### config.mk
export PLATFORM = sky130hd
export DESIGN_NAME = fm_sb_packer
export DESIGN_NICKNAME = d
export VERILOG_FILES = /design/src/rtl/fm_sb_packer.sv
export SDC_FILE = /design/constraint.sdc
export NUM_CORES = 2
export LEC_CHECK = 0
export ABC_CLOCK_PERIOD_IN_PS = 19700
export BUFFER_PORTS_ARGS = -buffer_cell sky130_fd_sc_hd__clkbuf_2
export CORE_UTILIZATION = 45
export CTS_CLUSTER_DIAMETER = 30
export DETAILED_ROUTE_END_ITERATION = 6
export GPL_TIMING_DRIVEN = 0
export PLACE_DENSITY = 0.64
export SYNTH_ARGS = -nofsm -noshare
export SYNTH_HDL_FRONTEND = slang
export SYNTH_SLANG_ARGS = --single-unit
### constraint.sdc
create_clock -name clk_hs -period 19.7 [get_ports clk_hs]
set_clock_uncertainty 0.05 [all_clocks]
set_input_delay 0.985 -clock clk_hs [delete_from_list [all_inputs] [get_ports clk_hs]]
set_output_delay 0.985 -clock clk_hs [all_outputs]
set_load 0.05 [all_outputs]
### src/rtl/fm_sb_packer.sv
// Spy-buffer packer: queues wide ULT words in a small FIFO and serialises each
// into IN_W/SB_W beats (LSB chunk first) with start/end-of-frame markers.
module fm_sb_packer #(
  parameter int IN_W       = 256,
  parameter int SB_W       = 32,
  parameter int FIFO_DEPTH = 4
) (
  input  logic                            clk_hs,
  input  logic                            rst_hs,
  input  logic                            in_valid,
  input  logic [IN_W-1:0]                 in_data,
  input  logic                            freeze,
  input  logic                            clr_cnt,
  output logic                            in_ready,
  output logic                            fm_valid,
  output logic [SB_W-1:0]                 fm_data,
  output logic                            fm_sof,
  output logic                            fm_eof,
  output logic [$clog2(FIFO_DEPTH):0]     fifo_level,
  output logic [15:0]                     drop_cnt
);

  localparam int N      = IN_W / SB_W;
  localparam int PTR_W  = $clog2(FIFO_DEPTH);
  localparam int LVL_W  = PTR_W + 1;
  localparam int CNT_W  = $clog2(N + 1);
  localparam int CIDX_W = (N > 1) ? $clog2(N) : 1;

  typedef enum logic {
    ST_IDLE,
    ST_SEND
  } state_e;

  state_e                  state_q, state_d;
  logic [CNT_W-1:0]        cnt_q, cnt_d;
  logic [N-1:0][SB_W-1:0]  hold_q, hold_d;

  logic [IN_W-1:0]         mem_q [FIFO_DEPTH];
  logic [PTR_W-1:0]        wr_ptr_q, rd_ptr_q;
  logic [LVL_W-1:0]        level_q, level_d;
  logic                    full_q;
  logic [15:0]             drop_q, drop_d;

  logic                    valid_q, valid_d;
  logic [SB_W-1:0]         data_q, data_d;
  logic                    sof_q, sof_d;
  logic                    eof_q, eof_d;

  logic                    wr_en;
  logic                    drop;
  logic                    frame_done;
  logic                    pop;
  logic [IN_W-1:0]         head;

  // A word arriving while full is lost even if a pop happens on the same edge.
  assign wr_en      = in_valid && !full_q && !freeze;
  assign drop       = in_valid &&  full_q && !freeze;
  assign frame_done = (state_q == ST_IDLE) || (cnt_q == CNT_W'(N));
  assign pop        = frame_done && (level_q != '0) && !freeze;
  assign head       = mem_q[rd_ptr_q];

  always_comb begin
    // NOTE: every signal gets a default before the case so no latch is inferred.
    state_d = state_q;
    cnt_d   = cnt_q;
    hold_d  = hold_q;
    valid_d = 1'b0;
    data_d  = data_q;
    sof_d   = 1'b0;
    eof_d   = 1'b0;

    if (pop) begin
      hold_d  = head;
      data_d  = head[SB_W-1:0];
      valid_d = 1'b1;
      sof_d   = 1'b1;
      eof_d   = (N == 1);
      cnt_d   = CNT_W'(1);
      state_d = ST_SEND;
    end else if (state_q == ST_SEND && cnt_q != CNT_W'(N)) begin
      data_d  = hold_q[cnt_q[CIDX_W-1:0]];
      valid_d = 1'b1;
      eof_d   = (cnt_q == CNT_W'(N - 1));
      cnt_d   = cnt_q + CNT_W'(1);
    end else begin
      state_d = ST_IDLE;
    end
  end

  always_comb begin
    level_d = level_q;
    case ({wr_en, pop})
      2'b10:   level_d = level_q + LVL_W'(1);
      2'b01:   level_d = level_q - LVL_W'(1);
      default: level_d = level_q;
    endcase
  end

  always_comb begin
    drop_d = drop_q;
    if (clr_cnt) begin
      drop_d = '0;
    end else if (drop && drop_q != 16'hFFFF) begin
      drop_d = drop_q + 16'd1;
    end
  end

  // NOTE: state registers use non-blocking assignments so every flop samples pre-edge values.
  always_ff @(posedge clk_hs or posedge rst_hs) begin
    if (rst_hs) begin
      state_q  <= ST_IDLE;
      cnt_q    <= '0;
      hold_q   <= '0;
      wr_ptr_q <= '0;
      rd_ptr_q <= '0;
      level_q  <= '0;
      full_q   <= 1'b0;
      drop_q   <= '0;
      valid_q  <= 1'b0;
      data_q   <= '0;
      sof_q    <= 1'b0;
      eof_q    <= 1'b0;
    end else begin
      state_q  <= state_d;
      cnt_q    <= cnt_d;
      hold_q   <= hold_d;
      level_q  <= level_d;
      full_q   <= (level_d == LVL_W'(FIFO_DEPTH));
      drop_q   <= drop_d;
      valid_q  <= valid_d;
      data_q   <= data_d;
      sof_q    <= sof_d;
      eof_q    <= eof_d;
      if (wr_en) wr_ptr_q <= wr_ptr_q + PTR_W'(1);
      if (pop)   rd_ptr_q <= rd_ptr_q + PTR_W'(1);
    end
  end

  // NOTE: storage has no reset; the pointers and level alone decide what is valid.
  always_ff @(posedge clk_hs) begin
    if (wr_en) mem_q[wr_ptr_q] <= in_data;
  end

  assign in_ready   = !full_q;
  assign fm_valid   = valid_q;
  assign fm_data    = data_q;
  assign fm_sof     = sof_q;
  assign fm_eof     = eof_q;
  assign fifo_level = level_q;
  assign drop_cnt   = drop_q;

endmodule

==> key figures <==
Routing
  • DRT antenna net count: 0
  • Residual DRC: 0
  • Routed WL: 126 mm
  • TritonRoute pass-1 iters: 6
  • Total number of vias: 27679
  • Drt wl/cell: 24.5 µm
  • DR iter-0 viols: 2217
  • Vias per inst: 5.37

Setup path
  • Worst-path maximum fanout: 11
  • Worst r2r dst: full_q
  • Worst path arrival time: 5.04 ns
  • Startpoint class of the critical path: register
  • Reg-to-Reg Start: cnt_q[1]
  • WS Path Type: reg -> reg
  • Reg2Reg Depth: 16
  • Critical Path End Type: register
  • Reg-to-reg slack, setup: 15.37 ns
  • Req. time, crit path: 20.41 ns

Timing
  • Post-route setup slack: 15.37 ns
  • Worst-Margin Slew: 1.27 ns
  • Final Cycle Share: 22.0%
  • Fmax: 231 MHz
  • Rel. slew slack: 15.2%
  • RSZ-0062 raised after global routing: false
  • Setup TNS Final: 0 ns
  • Slew Limit Fails: 0
  • Final setup viols: 0
  • Final worst path period need: 4.33 ns
  • Hold Violations, Final: 0

Place
  • Area after DPL: 55100 µm²
  • DP Worst Slack: 15.36 ns
  • Number of port buffers: 314
  • HPWL after DPL: 84.3 mm
  • Routability congestion estimate: 0.817

Logic synthesis
  • Net count after synthesis: 3078
  • Cells after synthesis: 2808
  • Post-Syn Area: 51000 µm²
  • Post-synth EDFFs: 1024
  • Synth Flop Type: edfxtp_1
  • Ys Warns: 0
  • Register area share after synthesis: 76.0%
  • Fraction of registers with async set/reset: 23.8%
  • FF+latch count, synth: 1344
  • Synth cell types: 55
  • Syn Area/Cell: 18.2 µm²

Die
  • Die H: 339 µm
  • IO Pins: 316
  • Number of placement rows: 123
  • CORE AREA: 112000 µm²
  • Initial Utilization: 45.4%
  • Die ar.: 115000 µm²
  • Horiz. Die Dim: 339 µm

Pwr
  • Switching Share: 29.1%
  • Psw: 3130 µW
  • Lkg Pwr: 0.0246 µW
  • Clock network power share: 41.9%
  • Part of the power in registers: 35.3%
  • Internal: 7640 µW
  • Comb pwr share: 22.8%
  • PwrDens: 168 nW/µm²
  • Maximum VDD drop: 94.1 µV

Global routing
  • Initial antenna violation count: 33
  • Total gr overflow: 0
  • Largest net degree at the start of global routing: 125
  • First-pass GRT wire length: 188 mm
  • GRT Util Overall: 22.4%
  • Number of global-route vias before repair: 29275

Clock network
  • Clk Latency, worst-skew pair: 0.85 ns
  • H-tree levels: 5
  • TritonCTS buffer count: 284
  • Post-CTS Setup Bufs: 0
  • CTS root buffer: clkbuf_16
  • Clk buf depth: 4
  • CTS tree: built
  • Resized cells post-CTS: 0
  • Hold buffer count at CTS: 0
  • Clock sinks: 1344
  • Clk slew on worst S/H paths: 0.05 ns

Final layout
  • Nets: 3700
  • Design area: 64300 µm²
  • Layout cells sized above 1: 32.9%
  • Layout area overhead: 26.0%

Min path
  • Worst Hold Class: in -> async

Status
  • Status: finished, final reports clean

Flow run
  • Max-cap viol count: 0
how the worst max path moves through the flow:
stage,to,cells after the start,from
detailed placement,full_q,16,cnt_q[1]
CTS,full_q,16,cnt_q[1]
global route,full_q,16,cnt_q[1]
floorplan,cnt_q[0],1,rst_hs
finish,full_q,16,cnt_q[1]
global placement,hold_q[199],2,rst_hs
metrics by stage:
step | power [µW] | cells | utilization [%] | hold slack (ns)
after detailed placement | 6350 | 4644 | 49.0 | 0.408
after global routing | 11200 | 5148 | 57.1 | 0.214
after global placement | 6390 | 4622 | 48.4 | 0.403
final | 10800 | 5154 | 57.1 | 0.200
after CTS | 10900 | 5144 | 57.1 | 0.179
after floorplan | 5500 | 2808 | - | 0.390
cells by family after synthesis:
family,share of synthesized area [%]
simple gates,7.01
compound gates,0.959
flops,76.0
xor+xnor,0.120
fa+ha+maj,0.235
buf+inv,1.50
mux,14.2
metal layers:
metal	up-vias	share of wire [%]	GRT usage, %	routed length [µm]
li1	12079	-	-	-
met1	14321	41	29.9	51900
met2	978	48	34.6	60600
met3	261	8.2	7.36	10400
met4	40	2.5	7.52	3160
met5	-	0.21	0	261
power groups by stage:
stage / Combinational [µW] / Clock, µW / Sequential [µW]
6_report: 2460 / 4520 / 3800
5_1_grt: 2660 / 4730 / 3840
4_1_cts: 2520 / 4580 / 3800
3_5_place_dp: 2500 / 0 / 3840
3_3_place_gp: 2440 / 0 / 3950
2_1_floorplan: 1580 / 0 / 3920
Yosys cell counts (2+ instances only):
library cell / number / share of area [%]
a211oi_1: 2 / 0.029
a21oi_1: 12 / 0.12
a22o_1: 2 / 0.034
a22oi_1: 31 / 0.46
a31oi_1: 2 / 0.025
and2_1: 6 / 0.074
and3_1: 3 / 0.037
and3b_1: 2 / 0.034
buf_1: 10 / 0.074
buf_2: 87 / 0.85
buf_4: 3 / 0.044
buf_6: 5 / 0.11
clkbuf_1: 39 / 0.29
dfrtp_1: 320 / 16
edfxtp_1: 1024 / 60
ha_1: 8 / 0.20
inv_1: 17 / 0.13
mux2_2: 2 / 0.044
mux4_2: 320 / 14
nand2_1: 804 / 5.9
nand3_1: 37 / 0.36
nand3b_1: 2 / 0.029
nand4_1: 3 / 0.037
nor2_1: 10 / 0.074
nor2b_1: 3 / 0.037
nor3_1: 2 / 0.020
nor4_1: 3 / 0.037
nor4_2: 3 / 0.074
o21ai_0: 8 / 0.078
o31ai_1: 3 / 0.044
or3_1: 3 / 0.037
or4_1: 4 / 0.059
xnor2_1: 5 / 0.086
xor2_1: 2 / 0.034
area by class of cell:
type,instances,area [µm²]
clock inverters,160,1610
multi-input cells,1302,11500
well taps,1500,1880
inverters,18,75.1
clock buffers,340,7570
repair buffers,336,2160
fillers,8498,48200
plain buffers,144,698
flip-flops and latches,1344,38800
diodes,10,25.0
sequential cells by signal, summed over array words and instances, names as in the netlist:
register,cells
cnt_q,4
fm_valid,1
wr_ptr_q,2
hold_q,256
state_q,1
full_q,1
drop_cnt,16
rd_ptr_q,2
mem_q,1024
fm_eof,1
fifo_level,3
fm_sof,1
fm_data,32
cell usage in the layout (no fill, tap or decap), drive strengths merged, types with 4 or more instances in the layout:
master    netlist  final
edfxtp       1024   1024
nand2         804    804
clkbuf         39    693
mux4          320    320
dfrtp         320    320
buf           105    127
clkinv          0     87
inv            18     39
nand3          37     37
a22oi          32     32
clkinvlp        0     27
bufinv          0     25
a21oi          12     12
diode           0     10
nor2           10     10
o21ai           8      8
ha              8      8
nor4            7      7
and2            6      6
xnor2           5      5
nand4           5      5
or4             4      4
critical path: stages, from the launching register on:
cell and delay, ns:
dfrtp_1 0.44, buf_2 0.26, buf_1 0.38, inv_1 0.17, ha_1 0.21, and3b_1 0.23
o211ai_2 0.25, inv_2 0.19, buf_2 0.41, buf_2 0.37, ha_1 0.24, inv_1 0.06
fa_1 0.37, xor2_1 0.15, nor2_1 0.12, xor2_1 0.17, nor3b_1 0.21
No activity file was read; power rests on OpenSTA's default activity.
